## src/rtl/mem_port_arbiter.sv

```systemverilog
// Two-requester arbiter for a single-ported memory: fetch (A) vs data (B), fixed LATENCY access window.
// Define MEM_ARB_ROUND_ROBIN_EN for alternating tie-breaks; otherwise B wins every tie.
module mem_port_arbiter #(
    parameter int LATENCY = 3,
    parameter int CNT_W   = 4
) (
    input  logic Clk,
    input  logic Reset,
    input  logic ReqA,
    input  logic ReqB,
    output logic GntA,
    output logic GntB,
    output logic DoneA,
    output logic DoneB,
    output logic Select,
    output logic MemEnable,
    output logic Busy
);

    typedef enum logic [1:0] {IDLE, BUSY_A, BUSY_B} state_t;

    localparam logic [CNT_W-1:0] CNT_LOAD   = CNT_W'(LATENCY - 1);
    localparam logic [CNT_W-1:0] CNT_ONE    = CNT_W'(1);
    localparam logic             START_DONE = (LATENCY == 1);

    state_t           state, state_n;
    logic [CNT_W-1:0] cnt, cnt_n;
    logic             gnt_a_n, gnt_b_n, done_a_n, done_b_n, sel_n, men_n;
    logic             pick_b;

`ifdef MEM_ARB_ROUND_ROBIN_EN
    logic last_b, last_b_n;

    // Tie goes to whoever was not served last; last_b resets to 1 so A wins the first tie.
    assign pick_b = ~last_b;

    always_ff @(posedge Clk) begin
        if (Reset) last_b <= 1'b1;
        else       last_b <= last_b_n;
    end
`else
    assign pick_b = 1'b1;
`endif

    always_comb begin
        state_n  = state;
        cnt_n    = cnt;
        gnt_a_n  = GntA;
        gnt_b_n  = GntB;
        done_a_n = 1'b0;
        done_b_n = 1'b0;
        sel_n    = Select;
        men_n    = MemEnable;
`ifdef MEM_ARB_ROUND_ROBIN_EN
        last_b_n = last_b;
`endif
        case (state)
            IDLE: begin
                if (ReqB && (!ReqA || pick_b)) begin
                    state_n  = BUSY_B;
                    gnt_b_n  = 1'b1;
                    sel_n    = 1'b1;
                    men_n    = 1'b1;
                    cnt_n    = CNT_LOAD;
                    done_b_n = START_DONE;
                end else if (ReqA) begin
                    state_n  = BUSY_A;
                    gnt_a_n  = 1'b1;
                    sel_n    = 1'b0;
                    men_n    = 1'b1;
                    cnt_n    = CNT_LOAD;
                    done_a_n = START_DONE;
                end
            end
            BUSY_A, BUSY_B: begin
                if (cnt == '0) begin
                    state_n = IDLE;
                    gnt_a_n = 1'b0;
                    gnt_b_n = 1'b0;
                    men_n   = 1'b0;
`ifdef MEM_ARB_ROUND_ROBIN_EN
                    last_b_n = (state == BUSY_B);
`endif
                end else begin
                    // Done is registered, so it is raised on the edge that takes cnt to zero.
                    cnt_n    = cnt - 1'b1;
                    done_a_n = (state == BUSY_A) && (cnt == CNT_ONE);
                    done_b_n = (state == BUSY_B) && (cnt == CNT_ONE);
                end
            end
            default: state_n = IDLE;
        endcase
    end

    always_ff @(posedge Clk) begin
        if (Reset) begin
            state     <= IDLE;
            cnt       <= '0;
            GntA      <= 1'b0;
            GntB      <= 1'b0;
            DoneA     <= 1'b0;
            DoneB     <= 1'b0;
            Select    <= 1'b0;
            MemEnable <= 1'b0;
            Busy      <= 1'b0;
        end else begin
            state     <= state_n;
            cnt       <= cnt_n;
            GntA      <= gnt_a_n;
            GntB      <= gnt_b_n;
            DoneA     <= done_a_n;
            DoneB     <= done_b_n;
            Select    <= sel_n;
            MemEnable <= men_n;
            Busy      <= (state_n != IDLE);
        end
    end

    a_gnt_excl: assert property (@(posedge Clk) disable iff (Reset) !(GntA && GntB));
    a_done_excl: assert property (@(posedge Clk) disable iff (Reset) !(DoneA && DoneB));
    a_sel_stable: assert property (@(posedge Clk) disable iff (Reset)
        (MemEnable && $past(MemEnable)) |-> (Select == $past(Select)));

endmodule

```

## config.mk

```make
export PLATFORM = sky130hd
export DESIGN_NAME = mem_port_arbiter
export DESIGN_NICKNAME = d
export VERILOG_FILES = /design/src/rtl/mem_port_arbiter.sv
export SDC_FILE = /design/constraint.sdc
export NUM_CORES = 1
export LEC_CHECK = 0
export CORE_MARGIN = 2
export CORE_UTILIZATION = 29
export CTS_CLUSTER_DIAMETER = 40
export CTS_CLUSTER_SIZE = 20
export DETAILED_ROUTE_END_ITERATION = 7
export PLACE_DENSITY = 0.46
export RECOVER_POWER = 100
export SYNTH_ARGS = -nofsm -noshare
export SYNTH_HDL_FRONTEND = slang
export SYNTH_SLANG_ARGS = --single-unit
export TNS_END_PERCENT = 20
```

## constraint.sdc

```tcl
create_clock -name Clk -period 2.9 [get_ports Clk]
set_input_delay 0.29 -clock Clk [delete_from_list [all_inputs] [get_ports Clk]]
set_output_delay 0.29 -clock Clk [all_outputs]
set_load 0.02 [all_outputs]
```

==> results of run 1 <==
==> synthesized netlist by cell type (all sizes together) (2+ instances only) <==
master	instances	area, um^2
o311ai	3	26.28
nor2b	3	18.77
inv	8	30.03
nand3	3	15.01
a21oi	4	20.02
o21ai	3	15.01
nand2	5	18.77
and2	2	12.51
ha	7	87.58
clkbuf	4	15.01
or2	2	12.51
a211oi	2	15.01
nor3	2	10.01
or3b	2	17.52
dfxtp	13	260.3
o41ai	2	17.52
==> routing by layer <==
metal	vias up	part of all wire (%)	global-route usage [%]
met4	0	0.81	2.564
li1	312	-	-
met2	7	42	18.93
met3	2	2.9	5.833
met1	284	54	15.67
met5	-	0	0
==> worst register-to-register path: stages, from the launching register on <==
cell,delay [ns]
dfxtp_1,0.42
inv_1,0.09
ha_1,0.48
or3b_1,0.40
or4_1,0.50
o22ai_1,0.15
==> layout make-up <==
type                            instances  area [um^2]
Sequential cell                        13        260.3
Timing Repair Buffer                   10        100.1
Fill cell                             232         1423
Inverter                                8        30.03
Multi-Input combinational cell         55        401.6
Tap cell                               28        35.03
Clock buffer                            4        26.28
==> final timing paths <==
path,start,endpoint
setup / recovery,state[0],cnt[3]
hold / removal,Select,Select
setup reg to reg,state[0],cnt[3]
hold reg to reg,Select,Select
==> power breakdown <==
group | leakage, nW | switching, mW | internal [mW] | total, mW
Clock | 0.0150 | 0.0618 | 0.0534 | 0.115
Sequential | 0.107 | 0.0128 | 0.197 | 0.210
Combinational | 0.213 | 0.0764 | 0.0612 | 0.138
Total | 0.335 | 0.151 | 0.312 | 0.463
==> per-stage QoR <==
step           power [mW]  cells
2_1_floorplan      0.3095     80
3_3_place_gp       0.3589    114
3_5_place_dp       0.3562    114
4_1_cts            0.4711    118
5_1_grt            0.4931    118
6_report           0.4626    118
==> kinds of logic after synthesis <==
kind of cell / Yosys count / share of synthesized area (%)
adder cells (fa/ha/maj): 7 / 12.30
flip-flops: 13 / 36.56
AND/OR/NAND/NOR: 28 / 24.96
buffers and inverters: 12 / 6.326
AO/OA/AOI/OAI: 20 / 19.86
==> reports/metrics.cfg, run 1 <==
[clock_tree]
clock_latency_ns = 0.28
cts_buffers = 3
cts_setup_buffers = 0
cts.clk_slew.worst_paths_ns = 0.08
cts_sinks = 13
cts_tree = done
clock-root-buffer = clkbuf_4
cts_buffer_depth = 2
postCtsHoldBufs = 0
post_cts_resized = 0
cts.htree.levels = 1

[min_path]
whs_path_depth = 2
hold_path.class = flop to flop

[power_and_ir_drop]
ir_worst_vdd_mv = 0.2605
power_leakage_nw = 0.3348
power_density_mw_per_mm2 = 542.1

[floorplan]
ioPinCount = 11
die_area_mm2 = 0.002867
fp.dieH_um = 53.55
die-width_um = 53.55
core_area_mm2 = 0.002276
row_count = 17
initial_utilization_pct = 31.28

[run]
drv_cap = 0

[detailed_routing]
num_vias = 605
detail_route.iter0.violations = 7
first_pass_iters = 4
wirelength_mm = 1.488
detail-route-antenna-nets = 0
drt-wirelength-per-cell_um = 12.61
vias_per_cell = 5.127
drcViolationCount = 0

[timing]
relSlewSlack_pct = 47.30
rsz0062_at_grt = false
fmax_ghz = 0.4729
fin_setup_tns_ns = 0
setup_viol = 0
hold_ws_ns = 0.4582
post-route-period-util_pct = 72.92
worstMarginPinSlew_ns = 0.7887
fin_worst_skew_ns = 0.001684
slew_violations = 0
fin_ws_ns = 0.7853
hold_viol_final = 0
fin_crit_ns = 2.115

[worst_setup_path]
worstPathArrival_ns = 2.32
cp.depth = 5
path_delay_family = simple AND/OR/NAND/NOR gates
cp.required_ns = 3.11
r2r_cells = 5
crit_buf_inv = 1
cpPeakStageDelay_ns = 0.50
crit_type = flop to flop
slowest_stage = or4_1
crit_fanout = 11
crit_chain = inv_1 > ha_1 > or3b_1 > or4_1 > o22ai_1
crit_path_end_kind = flop
r2r_setup_slack_ns = 0.79
start_kind = flop

[finish]
layout_commonest_cell = dfxtp_1
syn2layout_area_growth_pct = 19.86
antenna_cells = 0
layout-drive-gt1-share_pct = 8.889
reg_top3 = cnt (4), state (2)
largest_reg_flops = 4
nets = 102
layout_common_cells = dfxtp_1 (13), inv_1 (8), ha_1 (7), dlygate4sd3_1 (7), nand2_1 (5)
top_register = cnt
fin_util_pct = 37.49
final_cell_area_um2 = 853.3

[yosys]
synth_area_per_cell_um2 = 8.899
synth_fp_nets = 91
ys_types = 32
synth_seq_cells = 13
synth_edf_count = 0
synth_seq_area_share_pct = 36.56
yosys_most_used_dff = dfxtp_1
syn_area_um2 = 711.9
synth_warnings = 0
synthCells = 80
async_flop_share_pct = 0

[place]
place_area_um2 = 832.0
place_hpwl_mm = 1.079
port_buffers = 10
place_ws_ns = 0.8031
gp_congestion = 0.7465

[grt]
overflow = 0
grt_first_pass_wirelength_mm = 2.525
grt_use_total_pct = 12.30
grt_max_degree = 13
antenna_found_initial = 0
grt_pass1_vias = 589

[run_status]
status = complete, no violations

(Power assumes the default switching activity.)
==> run 2, diff against run 1 <==
- clock period: 2.9 -> 1.98 ns (I/O delays scaled with it)
==> run 2 against run 1 <==
  * Power is 48% higher
  * Global-route usage is 0.63 points higher
  * Critical endpoint unchanged
  * Utilization is 1.6 points higher
  * Final cell count is 4.2% higher
  * Clock skew is 0.0092 ns higher
  * Clock power is 45% higher
  * Clock-buffer cell count is 1 lower
  * Flip-flop and latch count stayed put
  * Critical path type unchanged
  * Sequential share of layout area is 1.3 points lower
  * First-iteration DRC count is 140% higher
  * Design area is 4.4% higher
  * Maximum frequency is 12% higher
==> reports/metrics.cfg, run 2 (synthesized netlist as in run 1, its figures left out) <==
[timing]
relSlewSlack_pct = 68.04  ; +21 points
fmax_ghz = 0.5281  ; +12%
fin_setup_tns_ns = 0  ; unchanged
slew_violations = 0  ; unchanged
worstMarginPinSlew_ns = 0.4773  ; -0.3115 ns
hold_viol_final = 0  ; unchanged
setup_viol = 0  ; unchanged
fin_crit_ns = 1.893  ; -0.2213 ns
rsz0062_at_grt = false
fin_worst_skew_ns = 0.01090  ; +0.009214 ns
fin_ws_ns = 0.08654  ; -0.6987 ns
post-route-period-util_pct = 95.63  ; +23 points

[grt]
grt_max_degree = 12  ; -1
grt_use_total_pct = 12.94  ; +0.63 points
met3_usage_pct = 5.833  ; unchanged
grt.busiest_layer = met2
met2_usage_pct = 20.37  ; +1.4 points
overflow = 0  ; unchanged
grt_first_pass_wirelength_mm = 2.587  ; +2.5%
antenna_found_initial = 0  ; unchanged
grt_pass1_vias = 586  ; -0.51%
grt_use_met1_pct = 16.16  ; +0.48 points

[clock_tree]
cts_sinks = 13  ; unchanged
cts.clk_slew.worst_paths_ns = 0.09  ; about the same
cts.htree.levels = 1  ; unchanged
clock_latency_ns = 0.28  ; about the same
cts_buffer_depth = 2  ; unchanged
cts_tree = done
cts_setup_buffers = 0  ; unchanged
postCtsHoldBufs = 0  ; unchanged
post_cts_resized = 0  ; unchanged
clock-root-buffer = clkbuf_4
cts_buffers = 3  ; unchanged

[worst_setup_path]
r2r_cells = 5  ; unchanged
crit_type = flop to flop
worstPathArrival_ns = 2.10  ; -0.22 ns
start_kind = flop
crit_fanout = 6  ; -5
cp.required_ns = 2.18  ; -0.93 ns
crit_path_end_kind = flop

[detailed_routing]
drt-wirelength-per-cell_um = 13.06  ; +3.5%
detail-route-antenna-nets = 0  ; unchanged
vias_per_cell = 5.244  ; +2.3%
num_vias = 645  ; +6.6%
first_pass_iters = 4  ; unchanged
drcViolationCount = 0  ; unchanged
detail_route.iter0.violations = 17  ; +10
wirelength_mm = 1.606  ; +7.9%

[finish]
fillerInstances = 241  ; +3.9%
layout-drive-gt1-share_pct = 13.68  ; +4.8 points
syn2layout_area_growth_pct = 25.13
regArea_um2 = 260.3  ; unchanged
multi_input_area_um2 = 406.6  ; +1.2%
reg_top3 = cnt (4), state (2)
largest_reg_flops = 4  ; unchanged
layout_commonest_cell = dfxtp_1
layout_common_cells = dfxtp_1 (13), inv_1 (8), ha_1 (7), dlygate4sd3_1 (7), nand2_1 (5)
nets = 107  ; +4.9%
top_register = cnt
antenna_cells = 0  ; unchanged

[floorplan]
die-width_um = 53.55  ; unchanged
core_area_mm2 = 0.002276  ; unchanged
ioPinCount = 11  ; unchanged
die_area_mm2 = 0.002867  ; unchanged
initial_utilization_pct = 31.28  ; unchanged
fp.dieH_um = 53.55  ; unchanged
row_count = 17  ; unchanged

[run_status]
status = complete, no violations

[power_and_ir_drop]
ir_worst_vdd_mv = 0.4683  ; +80%
power_density_mw_per_mm2 = 769.5  ; +42%
power_leakage_nw = 0.3620  ; +8.1%

[min_path]
hold_path.class = flop to flop
whs_path_depth = 2  ; unchanged

[place]
port_buffers = 10  ; unchanged
place_ws_ns = 0.09385  ; -0.7093 ns
place_hpwl_mm = 1.193  ; +11%
gp_congestion = 0.7053  ; -5.5%

[run]
drv_cap = 0  ; unchanged

[run 2: cell count changes in the layout (fill, tap and decap cells not counted), sizes merged]
cell	previous run	this run
clkbuf	4	5
clkinv	0	1
buf	0	3
[run 2: per-layer routing]
| layer | vias to the layer above | wire length [um] |
|---|---|---|
| met5 | - | 0 |
| li1 | 324 | - |
| met3 | 2 | 82 |
| met1 | 301 | 750 |
| met2 | 18 | 764 |
| met4 | 0 | 9 |
[run 2: report_power, final]
part           total (mW)  switching (mW)  leakage (nW)  internal (mW)
logic               0.210           0.116         0.237         0.0944
registers           0.308          0.0193         0.107          0.289
clock network       0.167          0.0924        0.0177         0.0750
total               0.685           0.228         0.362          0.458
[run 2: layout make-up]
cell class / instances / area share [%]
Timing Repair Buffer: 15 / 14.75
Clock inverter: 1 / 0.5618
Inverter: 8 / 3.371
Tap cell: 28 / 3.933
Sequential cell: 13 / 29.21
Clock buffer: 3 / 2.528
Multi-Input combinational cell: 55 / 45.65
[run 2: final timing paths]
path | from | endpoint | slack [ns]
setup / recovery | state[0] | cnt[3] | 0.09
hold / removal | Select | Select | 0.46
setup reg to reg | state[0] | cnt[3] | 0.09
hold reg to reg | Select | Select | 0.46
[run 2: metrics by stage]
| stage | hold slack (ns) | utilization, % | total power [mW] | area [um^2] | std cells |
|---|---|---|---|---|---|
| after floorplan | 0.3284 | - | 0.4534 | 711.9 | 80 |
| after global placement | 0.4473 | 38.21 | 0.5398 | 869.6 | 119 |
| after detailed placement | 0.4510 | 38.21 | 0.5388 | 869.6 | 119 |
| after CTS | 0.4646 | 39.42 | 0.7126 | 897.1 | 123 |
| after global routing | 0.4897 | 39.14 | 0.7312 | 890.9 | 123 |
| final | 0.4566 | 39.14 | 0.6855 | 890.9 | 123 |
[run 2: worst max-delay path, stage by stage, from the launching register on]
cell     delay [ns]
dfxtp_1        0.41
inv_1          0.09
ha_1           0.31
or3b_1         0.36
or4_1          0.50
o22ai_1        0.15
